===== config.mk =====
export PLATFORM = sky130hd
export DESIGN_NAME = tms_pulse_seq
export DESIGN_NICKNAME = d
export VERILOG_FILES = /design/src/rtl/tms_pulse_pkg.sv /design/src/rtl/us_tick_gen.sv /design/src/rtl/tms_pulse_seq.sv
export SDC_FILE = /design/constraint.sdc
export NUM_CORES = 1
export LEC_CHECK = 0
export BUFFER_PORTS_ARGS = -buffer_cell sky130_fd_sc_hd__buf_2
export CORE_MARGIN = 4
export CORE_UTILIZATION = 60
export CTS_CLUSTER_SIZE = 14
export DETAILED_ROUTE_END_ITERATION = 8
export HOLD_SLACK_MARGIN = 0.03
export MAX_ROUTING_LAYER = met4
export PLACE_DENSITY = 0.87
export SETUP_SLACK_MARGIN = 0.15
export SLEW_MARGIN = 0
export SYNTH_ARGS = -nofsm -noshare
export SYNTH_HDL_FRONTEND = slang
export SYNTH_SLANG_ARGS = --single-unit

===== constraint.sdc =====
create_clock -name sys_clk -period 4.7 [get_ports sys_clk]
set_clock_uncertainty 0.1 [all_clocks]
set_input_delay 0.705 -clock sys_clk [delete_from_list [all_inputs] [get_ports sys_clk]]
set_output_delay 0.705 -clock sys_clk [all_outputs]
set_load 0.02 [all_outputs]

===== src/rtl/tms_pulse_pkg.sv =====
// tms_pulse_pkg: shared types, default sizes and channel-rotation helper for tms_pulse_seq
package tms_pulse_pkg;
  localparam int DEF_CLK_PER_US = 50;
  localparam int DEF_N_CH = 5;
  localparam int DEF_TW = 24;
  localparam int DEF_CW = 8;
  typedef enum logic [1:0] {IDLE, ON, OFF, GAP} state_t;
  typedef struct packed {
    logic [DEF_TW-1:0] on_time;
    logic [DEF_TW-1:0] pulse_period;
    logic [DEF_CW-1:0] pulses;
    logic [DEF_TW-1:0] burst_period;
    logic [DEF_CW-1:0] bursts;
    logic [DEF_N_CH-1:0] ch_mask;
    logic rotate;
  } cfg_t;
  // Lowest mask bit strictly above the one-hot cur, wrapping to the lowest set bit; cur=0 gives the lowest.
  function automatic logic [DEF_N_CH-1:0] next_ch(input logic [DEF_N_CH-1:0] mask, input logic [DEF_N_CH-1:0] cur);
    logic [DEF_N_CH-1:0] hi;
    hi = mask & ~((cur << 1) - DEF_N_CH'(1));
    return hi != '0 ? hi & (-hi) : mask & (-mask);
  endfunction
endpackage


===== src/rtl/us_tick_gen.sv =====
// us_tick_gen: prescaler giving a one-cycle tick every DIV clocks, restartable
module us_tick_gen #(
  parameter int DIV = 50
) (
  input  logic sys_clk,
  input  logic sys_rst_n,
  input  logic restart,
  output logic tick
);
  localparam int W = DIV > 1 ? $clog2(DIV) : 1;
  logic [W-1:0] cnt;
  assign tick = cnt == W'(DIV - 1);
  always_ff @(posedge sys_clk or negedge sys_rst_n)
    if (!sys_rst_n) cnt <= '0;
    else cnt <= restart || tick ? '0 : cnt + W'(1);
endmodule


===== src/rtl/tms_pulse_seq.sv =====
// tms_pulse_seq: multi-channel IGBT pulse/burst sequencer timed on a 1 us tick
module tms_pulse_seq
  import tms_pulse_pkg::*;
#(
  parameter int CLK_PER_US = DEF_CLK_PER_US,
  parameter int N_CH = DEF_N_CH,
  parameter int TW = DEF_TW,
  parameter int CW = DEF_CW
) (
  input  logic            sys_clk,
  input  logic            sys_rst_n,
  input  logic            start,
  input  logic            stop,
  input  logic [TW-1:0]   cfg_on_time,
  input  logic [TW-1:0]   cfg_pulse_period,
  input  logic [CW-1:0]   cfg_pulses,
  input  logic [TW-1:0]   cfg_burst_period,
  input  logic [CW-1:0]   cfg_bursts,
  input  logic [N_CH-1:0] cfg_ch_mask,
  input  logic            cfg_rotate,
  output logic [N_CH-1:0] igbt,
  output logic            busy,
  output logic            done,
  output logic            aborted,
  output logic            cfg_err,
  output logic [CW-1:0]   pulse_cnt,
  output logic [CW-1:0]   burst_cnt
);
  state_t state, state_nx;
  cfg_t cfg, cfg_nx;
  logic [TW-1:0] t, t_nx, t_inc;
  logic [TW+CW-1:0] b, b_nx, b_inc, bp_ext;
  logic [CW-1:0] pc, pc_nx, bc, bc_nx;
  logic [N_CH-1:0] ch, ch_nx;
  logic tick, restart, req, bad;
  logic fin_c, ab_c, err_c, fin_q, ab_q, err_q;
  us_tick_gen #(.DIV(CLK_PER_US)) u_tick (
    .sys_clk(sys_clk), .sys_rst_n(sys_rst_n), .restart(restart), .tick(tick)
  );
  assign t_inc = t + TW'(1);
  assign b_inc = b + (TW+CW)'(1);
  assign bp_ext = {{CW{1'b0}}, cfg.burst_period};
  // Starts count only once the previous sequence has fully drained from the output stage.
  assign req = start && !stop && state == IDLE && !busy;
  assign bad = cfg_on_time == '0 || cfg_on_time >= cfg_pulse_period || cfg_pulses == '0
            || cfg_bursts == '0 || cfg_ch_mask == '0;
  always_comb begin
    state_nx = state;
    cfg_nx = cfg;
    t_nx = state != IDLE && tick ? t_inc : t;
    b_nx = state != IDLE && tick ? b_inc : b;
    pc_nx = pc;
    bc_nx = bc;
    ch_nx = ch;
    restart = 1'b0;
    fin_c = 1'b0;
    ab_c = 1'b0;
    err_c = 1'b0;
    if (state == IDLE) begin
      err_c = req && bad;
      if (req && !bad) begin
        cfg_nx = '{on_time: cfg_on_time, pulse_period: cfg_pulse_period, pulses: cfg_pulses,
                   burst_period: cfg_burst_period, bursts: cfg_bursts, ch_mask: cfg_ch_mask,
                   rotate: cfg_rotate};
        state_nx = ON;
        t_nx = '0;
        b_nx = '0;
        pc_nx = '0;
        bc_nx = '0;
        ch_nx = cfg_rotate ? next_ch(cfg_ch_mask, '0) : cfg_ch_mask;
        restart = 1'b1;
      end
    end else if (stop) begin
      state_nx = IDLE;
      ab_c = 1'b1;
    end else if (state == ON) begin
      if (tick && t_inc == cfg.on_time) state_nx = OFF;
    end else if (state == OFF) begin
      if (tick && t_inc == cfg.pulse_period) begin
        t_nx = '0;
        ch_nx = cfg.rotate ? next_ch(cfg.ch_mask, ch) : ch;
        state_nx = ON;
        pc_nx = pc + CW'(1);
        if (pc_nx == cfg.pulses) begin
          pc_nx = '0;
          bc_nx = bc + CW'(1);
          if (bc_nx == cfg.bursts) begin
            state_nx = IDLE;
            fin_c = 1'b1;
          end else if (bp_ext > b_inc) state_nx = GAP;
          else b_nx = '0;
        end
      end
    end else if (tick && b_inc == bp_ext) begin
      state_nx = ON;
      t_nx = '0;
      b_nx = '0;
    end
  end
  always_ff @(posedge sys_clk or negedge sys_rst_n)
    if (!sys_rst_n) begin
      state <= IDLE;
      cfg <= '0;
      t <= '0;
      b <= '0;
      pc <= '0;
      bc <= '0;
      ch <= '0;
      fin_q <= 1'b0;
      ab_q <= 1'b0;
      err_q <= 1'b0;
    end else begin
      state <= state_nx;
      cfg <= cfg_nx;
      t <= t_nx;
      b <= b_nx;
      pc <= pc_nx;
      bc <= bc_nx;
      ch <= ch_nx;
      fin_q <= fin_c;
      ab_q <= ab_c;
      err_q <= err_c;
    end
  // Output stage: every pin is a flop fed from the sequencer state.
  always_ff @(posedge sys_clk or negedge sys_rst_n)
    if (!sys_rst_n) begin
      igbt <= '0;
      busy <= 1'b0;
      done <= 1'b0;
      aborted <= 1'b0;
      cfg_err <= 1'b0;
      pulse_cnt <= '0;
      burst_cnt <= '0;
    end else begin
      igbt <= state == ON ? ch : '0;
      busy <= state != IDLE;
      done <= fin_q;
      aborted <= ab_q;
      cfg_err <= err_q;
      pulse_cnt <= pc;
      burst_cnt <= bc;
    end
endmodule


After elaboration in Yosys (flattened, before gate mapping)

Cells that the tools add are included.

Reductions and logical operators: 34
Order comparisons: 2
$add $sub $neg: 9
Bitwise logic cells: 5
Eq/ne operators: 13
Mux-type cells: 66

Operators by type and width:

| kind                  | count |
|---|---|
| $mux 32               | 11 |
| $mux 24               | 8 |
| $mux 8                | 13 |
| $mux 5                | 10 |
| $eq 24x24->1          | 2 |
| $add 32x1->32 const B | 1 |
| $eq 32x24->1          | 1 |
| $gt 24x32->1          | 1 |
| $add 24x1->24 const B | 1 |
| $ge 24x24->1          | 1 |
| $logic_not 24->1      | 1 |
| $mux 2                | 11 |
| $and 5x5->5           | 4 |
| $add 8x1->8 const B   | 2 |
| $eq 8x8->1            | 2 |
| $logic_not 8->1       | 2 |
| $neg 5->5             | 3 |
| $mux 1                | 12 |
| $reduce_and 6->1      | 2 |
| $reduce_bool 2->1     | 5 |
| $reduce_bool 5->1     | 2 |
| $logic_and 1x1->1     | 9 |
| $add 6x1->6 const B   | 1 |
| $eq 6x6->1 const B    | 1 |
| 16 further kinds      | 23 |

Input port bits: 98
Output and inout port bits: 25
Bits in registers: 207
Logic and storage cells: 153

Longest topological paths before layout

Gate-level depths: netlist (run 1).

Word-level depth: 12
Mapped depth: 18
Mapped depth without buffers: 16

Cells and area by module

A second synthesis (run 1) with hierarchy kept.

Cells, all modules: 1457
Area, all modules: 12572.1 µm²

Modules (own cells, without submodules):

| module        | instances | area an instance (µm²) | cells each |
|---|---|---|---|
| tms_pulse_seq | 1         | 12290.5                | 1431 |
| us_tick_gen   | 1         | 281.5                  | 26 |

Worst setup path before layout (run 1)

No wires, ideal clock.

Path type: register to register
Start: register b[0]
End: register b[0]
Data arrival time: 3.651 ns
Path buffers: 1
Setup time: 0.119 ns
Path slack: 0.829 ns
Required time: 4.481 ns
Cell stages (with the launch flop): 18
Cell sequence: dfrtp_1 > ha_1 > nand3_1 > nor3_1 > nand2_1 > nor2_1 > xnor2_1 > ha_1 > nand4_1 > nor3_1 > nand2_1 > nor3_1 > nand3_1 > nor3_1 > o21ai_0 > a211oi_4 > buf_6 > nor2_1

Word-level cells in the longest chain between the ends: 10
Elaborated cells between the ends (all ways): 15
Classes of those cells: add/sub (1); order compare (1); eq/ne (1); mux (11); reduce/logical (1)

Ends and longest elaborated chain:

| element                                 | line                                     | text |
|---|---|---|
| from (decl)                             | tms_pulse_seq.sv:32                      | `logic [TW+CW-1:0] b, b_nx, b_inc, bp_ext;` |
| from (signal assigned)                  | tms_pulse_seq.sv:116                     | `b <= b_nx;` |
| $add 32x1->32                           | tms_pulse_seq.sv:41                      | `assign b_inc = b + (TW+CW)'(1);` |
| $gt 24x32->1 or $mux 32 (tied branches) | tms_pulse_seq.sv:90, tms_pulse_seq.sv:51 |  |
| $mux 32                                 | tms_pulse_seq.sv:90                      | `end else if (bp_ext > b_inc) state_nx = GAP;` |
| $mux 32                                 | tms_pulse_seq.sv:87                      | `if (bc_nx == cfg.bursts) begin` |
| $mux 32                                 | tms_pulse_seq.sv:84                      | `if (pc_nx == cfg.pulses) begin` |
| $mux 32                                 | tms_pulse_seq.sv:79                      | `if (tick && t_inc == cfg.pulse_period) begin` |
| $mux 32                                 | tms_pulse_seq.sv:78                      | `end else if (state == OFF) begin` |
| $mux 32                                 | tms_pulse_seq.sv:76                      | `end else if (state == ON) begin` |
| $mux 32                                 | tms_pulse_seq.sv:73                      | `end else if (stop) begin` |
| $mux 32 *                               | tms_pulse_seq.sv:59                      | `if (state == IDLE) begin` |
| net b_nx[0]                             | tms_pulse_seq.sv:32                      |  |

The timed path passes the listed nets; every way through them passes the cells marked *.
A chain may end at the register's enable or synchronous reset.

Worst setup path after layout (run 1)

Start: register t[0]
End: register b[19]

Word-level cells in the longest chain between the ends: 8

Ends and longest elaborated chain:

| element                | line                 | text |
|---|---|---|
| from (decl)            | tms_pulse_seq.sv:31  | `logic [TW-1:0] t, t_nx, t_inc;` |
| from (signal assigned) | tms_pulse_seq.sv:115 | `t <= t_nx;` |
| $add 24x1->24          | tms_pulse_seq.sv:40  | `assign t_inc = t + TW'(1);` |
| $eq 24x24->1           | tms_pulse_seq.sv:79  |  |
| $logic_and 1x1->1      | tms_pulse_seq.sv:79  |  |
| $mux 32                | tms_pulse_seq.sv:79  |  |
| $mux 32                | tms_pulse_seq.sv:78  |  |
| $mux 32                | tms_pulse_seq.sv:76  |  |
| $mux 32                | tms_pulse_seq.sv:73  |  |
| $mux 32                | tms_pulse_seq.sv:59  |  |
| net b_nx[19]           | tms_pulse_seq.sv:32  |  |

The timed path passes the listed nets, and every way through them passes these cells.

==> results.txt, run 1 <==
----------------------------------------------------
[STA]
  Worst slew pin tran ... 964 ps
  Number of hold violations in the final report ... 0
  Max-slew violation count ... 0
  Setup WS post-layout ... about 410 ps
  Endpoints failing setup ... 0
  Time the final worst path needs with I/O delays and setup ... roughly 4300 ps
  Fraction of the cycle the final worst path needs ... 91.3%
  Remaining max-slew budget at the tightest pin ... a little over a third
  Unrepaired setup endpoints after global routing ... false
  Highest clock rate ... 233 MHz

[GRT]
  First-pass GRT wire length ... around 52000 um
  Via count of the first global-routing pass ... just over 10000
  Total global-route track usage ... 27.6%
  Number of antenna violations at the first check in global routing ... 0
  Pin count of the biggest net entering global routing ... approximately 120
  Leftover overflow at the end of global routing ... 0

[Placement]
  Final weighted congestion in routability-driven placement ... between 1 and 1.5
  Post-Place Cells ... between 1500 and 2000
  Detail Placement HPWL ... approximately 23000 um
  Setup slack after placement ... -30.5 ps
  Number of buffers added on ports ... about 120
  Post-place instance area ... about 0.013 mm^2

[Floorplan]
  Num rows ... 52
  Y dimension of the die ... 152 um
  Overall die area ... 0.0232 mm^2
  Starting utilization of the core area ... roughly three fifths
  Core area ... 0.0204 mm^2
  Number of top-level design ports ... ~120
  DIE WIDTH ... 152 um

[Power and ir drop]
  Power density normalized to cell area ... just under 500 mW/mm^2
  Worst IR Drop VDD ... approximately 0.33 mV
  Leakage power summed over all cells ... approximately 6.4 nW
  Total design power ... around 7.0 mW

[Logic synthesis]
  Dominant cell type by area after synthesis ... dfrtp_1
  Dominant register cell in the synthesized netlist ... dfrtp_1
  Net count after synthesis ... around 1400
  Number of cells produced by synthesis ... roughly 1300
  Post-synth ARST share ... 100%
  Number of synthesized flops with an enable pin ... 0
  Most frequently used cell type in the post-synthesis netlist ... dfrtp_1
  Number of distinct library cells after synthesis ... 80
  Post-synthesis register bit count ... 207
  Area share of the leading cell type in the synthesized netlist ... 41.4%
  Cell Area, Synth ... approximately 0.012 mm^2
  Sequential-to-total area share from yosys stat ... about 41%
  Warning count from the yosys run ... 0
  Average cell area after synthesis ... 9.96 um^2
  Most used standard cells in the synthesized netlist ... 207 x dfrtp_1, 117 x nor2_1, 97 x xnor2_1
  Area contributors post-synth ... dfrtp_1 41%, mux2_2 7.9%, xnor2_1 6.8%, ha_1 5.5%, xor2_1 5.0%

[Final layout]
  Number of diodes ... 0
  Final std cells w/o fill ... around 1700
  Design area ... about 0.014 mm^2
  Ratio of cells with drive above 1 in the final layout ... about 23%
  Layout-stage area growth over the synthesis result ... 13.9%
  Final #Nets ... about 1500
  Layout filler cell count ... about 1500

[Drt]
  Ratio of routed vias to standard cells ... between 6 and 7
  Average routed wire per standard cell ... 19.1 um
  Pre-Repair DR Iteration Count ... 6
  Drt initial violations ... between 700 and 800
  Number of design rule violations left after detail routing ... 0
  Antenna-violating nets left ... 0
  Final WL ... 31700 um
  Total number of vias ... a little over 10000

[Worst setup path]
  Crit path arrival time ... between 4000 and 5000 ps
  Capture point of the worst reg-to-reg path ... b[19]$_DFF_PN0_
  Startpoint-to-endpoint class of the critical path ... reg -> reg
  Worst r2r src ... t[0]$_DFF_PN0_
  FF-to-FF setup slack ... 410 ps
  CP Max Fanout ... 32
  Crit path required time ... ~5000 ps
  Count of cells along the worst register-to-register path ... 11
  End point of the critical path ... b[19]$_DFF_PN0_
  Worst setup path start ... t[0]$_DFF_PN0_
  Crit end category ... flop
  Startpoint type of the worst setup path ... flop

[Clock network]
  Clk sinks ... about 210
  Clock-pin slew of the registers on the worst-case setup and hold paths ... ~60 ps
  Number of buffers created by CTS ... 23
  Clock root buffer ... clkbuf_16
  Bufs on Longest Clock Path ... 3
  Htree depth ... 1
  CTS tree ... built
  Skew-Pair Late Insertion Delay ... about 520 ps
  Hold-fix buffer count after cts ... 0

[Run status]
  Result of the run ... completed

[Run]
  Maximum capacitance violations ... 0

[Worst hold path]
  Min-Delay Path Class ... in -> async

----------------------------------------------------
[flip-flops by register name, indices dropped and copies added (netlist names), 2 cells and up]
register / cells
b: 32
bc: 8
bp_ext: 24
burst_cnt: 8
cfg: 70
ch: 5
igbt: 5
pc: 8
pulse_cnt: 8
state: 2
t: 24
u_tick.cnt: 6
[cells in the final DEF (no fill, tap or decap), types with 47 or more instances in the layout]
| cell type | n |
|---|---|
| xnor2_1 | 97 |
| xor2_1 | 71 |
| ha_1 | 55 |
| inv_1 | 53 |
| nand4_1 | 47 |
| dfrtp_1 | 207 |
| mux2_2 | 88 |
| nand2_1 | 81 |
| nand3_1 | 48 |
| buf_2 | 121 |
| nor2_1 | 116 |
[logic make-up (layout without fill, tap and decap cells)]
family	count (synthesis)	count (layout)	synth area share [%]
xor+xnor	172	172	12.5
fa+ha+maj	55	55	5.51
mux	98	98	8.75
compound gates	159	159	8.84
flops	207	207	41.4
simple gates	454	454	19.2
buf+inv	110	244	3.80
[critical path: stages, from the launching register on]
cell      delay (ps)
dfrtp_1          510
ha_1             400
nand3_2          270
nor3_2           490
a21oi_1           80
or4_1            510
or4b_4           590
nor4_4           380
o211ai_2         180
a211oi_4         270
buf_6            280
nor2_1            90
[final cells by class]
cell class	instances	area (um^2)	area share, %
clock buffer	28	634	4.45
clock inverter	14	151	1.06
inverter	53	199	1.40
multi-input combinational	938	6900	48.4
sequential	207	5180	36.4
tap	270	338	2.37
timing repair buffer	149	838	5.89
[metrics by stage]
step	utilization [%]	hold WS (ps)	setup TNS, ps
2_1_floorplan	-	231	0
3_3_place_gp	65.7	232	0
3_5_place_dp	65.7	236	-585
4_1_cts	69.6	245	0
5_1_grt	69.9	270	0
6_report	69.9	226	0
[routing by layer]
layer  track usage, %  wire [um]  up-vias
met5                -          0        -
met1             34.7      13100     4976
li1                 -          -     4696
met4             10.0       1290        0
met2             45.9      15600      382
met3             3.92       1710       97
[power by group]
group          internal, mW  leakage, nW  switching [mW]
sequential             2.32         2.68           0.475
combinational          1.10         3.37            1.22
clock                  1.12        0.396           0.742
total                  4.54         6.44            2.44
[worst min path at each step]
| stage | end | slack [ps] |
|---|---|---|
| final | bp_ext[8]$_DFFE_PN0P_ | 230 |
| after global routing | cfg_err$_DFF_PN0_ | 270 |
| after CTS | cfg_err$_DFF_PN0_ | 250 |
| after detailed placement | cfg_err$_DFF_PN0_ | 240 |
| after global placement | cfg_err$_DFF_PN0_ | 230 |
| after floorplan | aborted$_DFF_PN0_ | 230 |
[timing repair]
item | 4_1_cts | 5_1_grt
resized for setup | 1 | 8
cloned | 0 | 0
endpoints found under the setup margin | 56 | 56
setup buffers | 0 | 4
pin swaps | 0 | 2
Power figures use the tool's default switching activity.
==> run 2, diff against run 1 <==
--- a/config.mk
+++ b/config.mk
@@ -6,8 +6,10 @@
 export NUM_CORES = 1
 export LEC_CHECK = 0
 export BUFFER_PORTS_ARGS = -buffer_cell sky130_fd_sc_hd__buf_2
+export CELL_PAD_IN_SITES_DETAIL_PLACEMENT = 0
+export CELL_PAD_IN_SITES_GLOBAL_PLACEMENT = 2
 export CORE_MARGIN = 4
-export CORE_UTILIZATION = 60
+export CORE_UTILIZATION = 39
 export CTS_CLUSTER_SIZE = 14
 export DETAILED_ROUTE_END_ITERATION = 8
 export HOLD_SLACK_MARGIN = 0.03
==> results.txt, run 2 (same netlist as run 1, synthesis figures left out) <==
----------------------------------------------------
[Worst hold path]
  Min-Delay Path Class ... in -> async

[Final layout]
  Most frequent cells in the layout ... 207 x dfrtp_1, 121 x buf_2, 117 x nor2_1
  Final #Nets ... 1529 (+0.26%)
  Layout filler cell count ... 3073 (+110%)
  Largest registers ... cfg (70), b (32)
  Ratio of cells with drive above 1 in the final layout ... 22.0% (-0.50 points)
  Design area ... 0.0145 mm^2 (+1.5%)
  Max reg flops ... 70 (unchanged)
  Top register by number of flip-flops ... cfg
  Number of diodes ... 0 (unchanged)
  Leading cell type in the layout, fill and taps excluded ... dfrtp_1
  Sequential cell area ... 0.00518 mm^2 (unchanged)
  Finished Core Util ... 45.8% (-24 points)
  Area of the multi-input gates ... 0.00688 mm^2 (-0.34%)
  Layout-stage area growth over the synthesis result ... 15.6%

[Drt]
  Average routed wire per standard cell ... 18.5 um (-3.0%)
  Number of design rule violations left after detail routing ... 0 (unchanged)
  Antenna-violating nets left ... 0 (unchanged)
  Ratio of routed vias to standard cells ... 5.49 (-10%)
  Total number of vias ... 9856 (-2.9%)
  Drt initial violations ... 544 (-27%)
  Pre-Repair DR Iteration Count ... 5 (-1)
  Final WL ... 33300 um (+5.0%)

[Clock network]
  Htree depth ... 1 (unchanged)
  Clock-pin slew of the registers on the worst-case setup and hold paths ... 60 ps (about the same)
  Number of buffers created by CTS ... 24 (+4.3%)
  CTS tree ... built
  Bufs on Longest Clock Path ... 3 (unchanged)
  Hold-fix buffer count after cts ... 0 (unchanged)
  Skew-Pair Late Insertion Delay ... 520 ps (about the same)
  Clk sinks ... 207 (unchanged)
  Clock root buffer ... clkbuf_16

[Run status]
  Result of the run ... completed

[STA]
  Highest clock rate ... 234 MHz (+0.50%)
  Endpoints failing setup ... 0 (unchanged)
  Remaining max-slew budget at the tightest pin ... 27.2% (-8.6 points)
  Post-route setup TNS ... 0 ps (unchanged)
  Worst hold slack ... 110 ps (-116 ps)
  Worst slew pin tran ... 1080 ps (+119 ps)
  Unrepaired setup endpoints after global routing ... false
  Setup WS post-layout ... 431 ps (+21.2 ps)
  Number of hold violations in the final report ... 0 (unchanged)
  Fraction of the cycle the final worst path needs ... 90.8% (-0.45 points)
  Max-slew violation count ... 0 (unchanged)
  Time the final worst path needs with I/O delays and setup ... 4270 ps (-21.2 ps)

[Worst setup path]
  Capture point of the worst reg-to-reg path ... ch[3]$_DFFE_PN0P_
  FF-to-FF setup slack ... 430 ps (+20 ps)
  Crit path arrival time ... 4570 ps (about the same)
  Count of cells along the worst register-to-register path ... 11 (unchanged)
  Crit path required time ... 5000 ps (about the same)
  Startpoint type of the worst setup path ... flop
  Worst r2r src ... t[0]$_DFF_PN0_
  Startpoint-to-endpoint class of the critical path ... reg -> reg
  Crit end category ... flop
  CP Max Fanout ... 9 (-72%)

[Floorplan]
  Y dimension of the die ... 187 um (+23%)
  Core area ... 0.0316 mm^2 (+55%)
  DIE WIDTH ... 187 um (+23%)
  Overall die area ... 0.0350 mm^2 (+51%)
  Num rows ... 65 (+25%)
  Starting utilization of the core area ... 39.6% (-22 points)
  Number of top-level design ports ... 123 (unchanged)

[Placement]
  Final weighted congestion in routability-driven placement ... 0.956 (-4.4%)
  Detail Placement HPWL ... 25300 um (+7.6%)
  Setup slack after placement ... 378 ps (+408 ps)
  Number of buffers added on ports ... 122 (unchanged)
  Post-place instance area ... 0.0136 mm^2 (+1.9%)

[Run]
  Maximum capacitance violations ... 0 (unchanged)

[GRT]
  Total global-route track usage ... 19.4% (-8.2 points)
  Pin count of the biggest net entering global routing ... 74 (-39%)
  Number of antenna violations at the first check in global routing ... 0 (unchanged)
  Via count of the first global-routing pass ... 9715 (-3.8%)
  First-pass GRT wire length ... 54300 um (+5.0%)
  Leftover overflow at the end of global routing ... 0 (unchanged)

[Power and ir drop]
  Power density normalized to cell area ... 484 mW/mm^2 (-1.3%)
  Leakage power summed over all cells ... 6.43 nW (-0.15%)
  Worst IR Drop VDD ... 0.229 mV (-30%)

----------------------------------------------------
## run 2: report_power, final
part | internal (mW) | switching (mW) | total, mW
registers | 2.32 | 0.465 | 2.79
clock network | 1.11 | 0.741 | 1.85
logic | 1.12 | 1.23 | 2.36
total | 4.55 | 2.44 | 6.99
## run 2: timing repair
item / in CTS / in global routing
endpoints found under the hold margin: 0 / 0
setup buffers: 0 / 2
resized for setup: 0 / 3
setup endpoints to repair: 0 / 58
## run 2: routing by layer
| metal | GRT usage [%] | wire length [um] |
|---|---|---|
| met5 | - | 0 |
| met4 | 4.58 | 767 |
| met3 | 2.78 | 1920 |
| met2 | 28.8 | 14500 |
| met1 | 28.2 | 16100 |
## run 2: worst max path at each step
stage / from / to / slack [ps] / cells after the start
2_1_floorplan: b[0]$_DFF_PN0_ / b[0]$_DFF_PN0_ / 830 / 17
3_3_place_gp: t[0]$_DFF_PN0_ / ch[3]$_DFFE_PN0P_ / 480 / 11
3_5_place_dp: t[0]$_DFF_PN0_ / ch[3]$_DFFE_PN0P_ / 380 / 11
4_1_cts: t[0]$_DFF_PN0_ / ch[3]$_DFFE_PN0P_ / 390 / 11
5_1_grt: b[3]$_DFF_PN0_ / b[1]$_DFF_PN0_ / 190 / 17
6_report: t[0]$_DFF_PN0_ / ch[3]$_DFFE_PN0P_ / 430 / 11
## run 2: metrics by stage
stage	total power, mW	instances
2_1_floorplan	4.39	1255
3_3_place_gp	5.11	1750
3_5_place_dp	5.17	1750
4_1_cts	7.07	1793
5_1_grt	7.46	1795
6_report	6.99	1795
## run 2: layout make-up
type                    count  share of cell area, %
clock inverters             7                  0.476
multi-input cells         938                   47.6
clock buffers              36                   4.96
inverters                  53                   1.38
well taps                 402                   3.48
repair buffers            152                   6.28
flip-flops and latches    207                   35.8
## run 2: worst max-delay path, cell delays in order, from the launching register on
cell and delay [ps]:
dfrtp_1 490, ha_1 390, nand3_2 280, nor3_4 350, a311oi_1 170, or4_1 530
or4b_4 580, nor4_1 390, buf_4 190, nor2_1 90, a21oi_4 240, mux2_1 360
==> run 3, diff against run 2 <==
--- a/config.mk
+++ b/config.mk
@@ -8,13 +8,14 @@
 export BUFFER_PORTS_ARGS = -buffer_cell sky130_fd_sc_hd__buf_2
 export CELL_PAD_IN_SITES_DETAIL_PLACEMENT = 0
 export CELL_PAD_IN_SITES_GLOBAL_PLACEMENT = 2
+export CORE_ASPECT_RATIO = 0.8
 export CORE_MARGIN = 4
-export CORE_UTILIZATION = 39
+export CORE_UTILIZATION = 42
 export CTS_CLUSTER_SIZE = 14
 export DETAILED_ROUTE_END_ITERATION = 8
 export HOLD_SLACK_MARGIN = 0.03
 export MAX_ROUTING_LAYER = met4
-export PLACE_DENSITY = 0.87
+export PLACE_DENSITY = 0.93
 export SETUP_SLACK_MARGIN = 0.15
 export SLEW_MARGIN = 0
 export SYNTH_ARGS = -nofsm -noshare
==> constraint.sdc (replaced) <==
create_clock -name sys_clk -period 5.5 [get_ports sys_clk]
set_clock_uncertainty 0.1 [all_clocks]
set_input_delay 0.825 -clock sys_clk [delete_from_list [all_inputs] [get_ports sys_clk]]
set_output_delay 0.825 -clock sys_clk [all_outputs]
set_load 0.02 [all_outputs]
==> results.txt, run 3 (same netlist as run 1, synthesis figures left out) <==
----------------------------------------------------
[Floorplan]
  Number of top-level design ports ... 123 (unchanged)
  Starting utilization of the core area ... 42.7% (+3.1 points)
  Y dimension of the die ... 162 um (-13%)
  Overall die area ... 0.0326 mm^2 (-6.8%)
  Num rows ... 56 (-14%)
  DIE WIDTH ... 201 um (+7.4%)
  Core area ... 0.0293 mm^2 (-7.2%)

[Clock network]
  Clk sinks ... 207 (unchanged)
  Clock root buffer ... clkbuf_16
  Count of cells resized by post-cts repair ... 0 (unchanged)
  CTS tree ... built
  Bufs on Longest Clock Path ... 3 (unchanged)
  Number of buffers created by CTS ... 23 (-4.2%)
  Skew-Pair Late Insertion Delay ... 520 ps (about the same)
  Hold-fix buffer count after cts ... 0 (unchanged)
  Clock-pin slew of the registers on the worst-case setup and hold paths ... 60 ps (about the same)
  Htree depth ... 1 (unchanged)
  Post-CTS setup buffers ... 0 (unchanged)

[Drt]
  Final WL ... 33500 um (+0.82%)
  Met3 layer wire length in the routed design ... 2190 um (+14%)
  Total number of vias ... 9814 (-0.43%)
  Drt initial violations ... 714 (+31%)
  Pre-Repair DR Iteration Count ... 5 (unchanged)
  Top routing layer in use ... met4
  Average routed wire per standard cell ... 19.1 um (+3.3%)
  Ratio of routed vias to standard cells ... 5.60 (+2.0%)
  Number of design rule violations left after detail routing ... 0 (unchanged)
  Antenna-violating nets left ... 0 (unchanged)
  WL met1 ... 17100 um (+6.1%)
  Met2 wirelength from detailed routing ... 13500 um (-6.5%)

[Final layout]
  Leading cell type in the layout, fill and taps excluded ... dfrtp_1
  Final #Nets ... 1511 (-1.2%)
  Number of diodes ... 0 (unchanged)
  Layout-stage area growth over the synthesis result ... 13.8%
  Largest registers ... cfg (70), b (32)
  Most frequent cells in the layout ... 207 x dfrtp_1, 121 x buf_2, 117 x nor2_1
  Top register by number of flip-flops ... cfg
  Ratio of cells with drive above 1 in the final layout ... 21.2% (-0.80 points)
  Max reg flops ... 70 (unchanged)
  Finished Core Util ... 48.6% (+2.8 points)

[Worst setup path]
  Crit path required time ... 5780 ps (+780 ps)
  Startpoint-to-endpoint class of the critical path ... reg -> reg
  Crit end category ... flop
  Count of cells along the worst register-to-register path ... 16 (+5)
  Worst r2r src ... b[11]$_DFF_PN0_
  Startpoint type of the worst setup path ... flop
  Crit path arrival time ... 5010 ps (+440 ps)
  Capture point of the worst reg-to-reg path ... b[12]$_DFF_PN0_
  Worst setup path start ... b[11]$_DFF_PN0_
  CP Max Fanout ... 32 (+23)
  FF-to-FF setup slack ... 770 ps (+340 ps)

[Power and ir drop]
  Worst IR Drop VDD ... 0.223 mV (-2.6%)
  Relative contribution of sequential cells to total power ... 40.0% (about the same)
  Combinational group share of total power ... 33.3% (-0.4 points)
  Internal power ... 3.88 mW (-15%)
  Fraction of power spent switching nets ... 35.1% (+0.27 points)
  Clock power share ... 26.7% (+0.3 points)
  Psw ... 2.10 mW (-14%)
  Total design power ... 5.97 mW (-15%)
  Leakage power summed over all cells ... 6.34 nW (-1.4%)
  Power density normalized to cell area ... 420 mW/mm^2 (-13%)

[STA]
  Endpoints failing setup ... 0 (unchanged)
  Time the final worst path needs with I/O delays and setup ... 4730 ps (+458 ps)
  Highest clock rate ... 212 MHz (-9.7%)
  Remaining max-slew budget at the tightest pin ... 27.7% (+0.54 points)
  Post-route setup TNS ... 0 ps (unchanged)
  Unrepaired setup endpoints after global routing ... false
  Fraction of the cycle the final worst path needs ... 86.0% (-4.9 points)
  Number of hold violations in the final report ... 0 (unchanged)
  Max-slew violation count ... 0 (unchanged)
  Worst slew pin tran ... 1080 ps (-7.06 ps)

[Placement]
  Detail Placement HPWL ... 25600 um (+1.2%)
  Number of buffers added on ports ... 122 (unchanged)
  Final weighted congestion in routability-driven placement ... 0.975 (+2.0%)

[GRT]
  Number of antenna violations at the first check in global routing ... 0 (unchanged)
  Pin count of the biggest net entering global routing ... 117 (+58%)
  Leftover overflow at the end of global routing ... 0 (unchanged)
  Total global-route track usage ... 20.9% (+1.5 points)
  First-pass GRT wire length ... 53800 um (-0.78%)
  Via count of the first global-routing pass ... 9638 (-0.79%)

[Worst hold path]
  Min-Delay Path Class ... reg -> reg
  Number of cells on the worst hold path ... 0
  Hold_sp ... fin_q$_DFF_PN0_
  Hold Path Sink ... done$_DFF_PN0_

[Run status]
  Result of the run ... completed

[Run]
  Maximum capacitance violations ... 0 (unchanged)

----------------------------------------------------
==> run 3: cell count changes in the layout (fill, tap and decap cells not counted), sizes merged <==
cell | before | now
inv | 53 | 54
bufinv | 1 | 3
clkinv | 4 | 9
clkbuf | 37 | 29
buf | 151 | 134
clkinvlp | 2 | 1
==> run 3: worst max-delay path, stage by stage (launching register included) <==
cell	delay [ps]
dfrtp_1	480
nand2_1	140
nor3_1	890
and2_1	280
nand2_1	80
xor2_1	160
ha_1	300
nand4_1	150
nor3_1	270
nand2_1	110
nor3_1	160
nand3_1	90
nor3_1	360
o21ai_0	270
a211oi_4	260
buf_4	380
nor2_1	100
==> run 3: worst max-delay path by stage <==
stage,to,slack [ps],cells past startpoint
after floorplan,b[0]$_DFF_PN0_,1630,17
after global placement,b[1]$_DFF_PN0_,950,16
after detailed placement,b[12]$_DFF_PN0_,770,16
after CTS,b[12]$_DFF_PN0_,750,16
after global routing,b[12]$_DFF_PN0_,250,16
final,b[12]$_DFF_PN0_,770,16
==> run 3: power by group through the flow <==
stage	Combinational [mW]	Clock, mW	Sequential, mW
after floorplan	1.43	0	2.32
after detailed placement	1.98	0	2.42
final	1.99	1.60	2.39
after global placement	1.95	0	2.40
after global routing	2.20	1.70	2.46
after CTS	1.99	1.64	2.40
==> run 3: final cells by class <==
cell class	instances	area [um^2]
fill	2791	15100
multi-input combinational	938	6860
sequential	207	5180
timing repair buffer	135	729
clock buffer	28	634
tap	377	472
inverter	53	199
clock inverter	14	151
==> run 3: stage by stage <==
step | cell area [um^2] | cells | setup slack (ps) | hold WS, ps
finish | 14200 | 1752 | 772 | 248
global route | 14200 | 1752 | 251 | 257
detailed placement | 13400 | 1710 | 772 | 235
CTS | 14200 | 1752 | 749 | 248
floorplan | 12500 | 1255 | 1630 | 231
global placement | 13400 | 1710 | 945 | 234
==> run 3: per-layer routing <==
| metal | GRT usage (%) | up-vias |
|---|---|---|
| li1 | - | 4666 |
| met1 | 32.6 | 4787 |
| met2 | 28.5 | 312 |
| met3 | 3.37 | 49 |
| met4 | 4.63 | 0 |
| met5 | - | - |
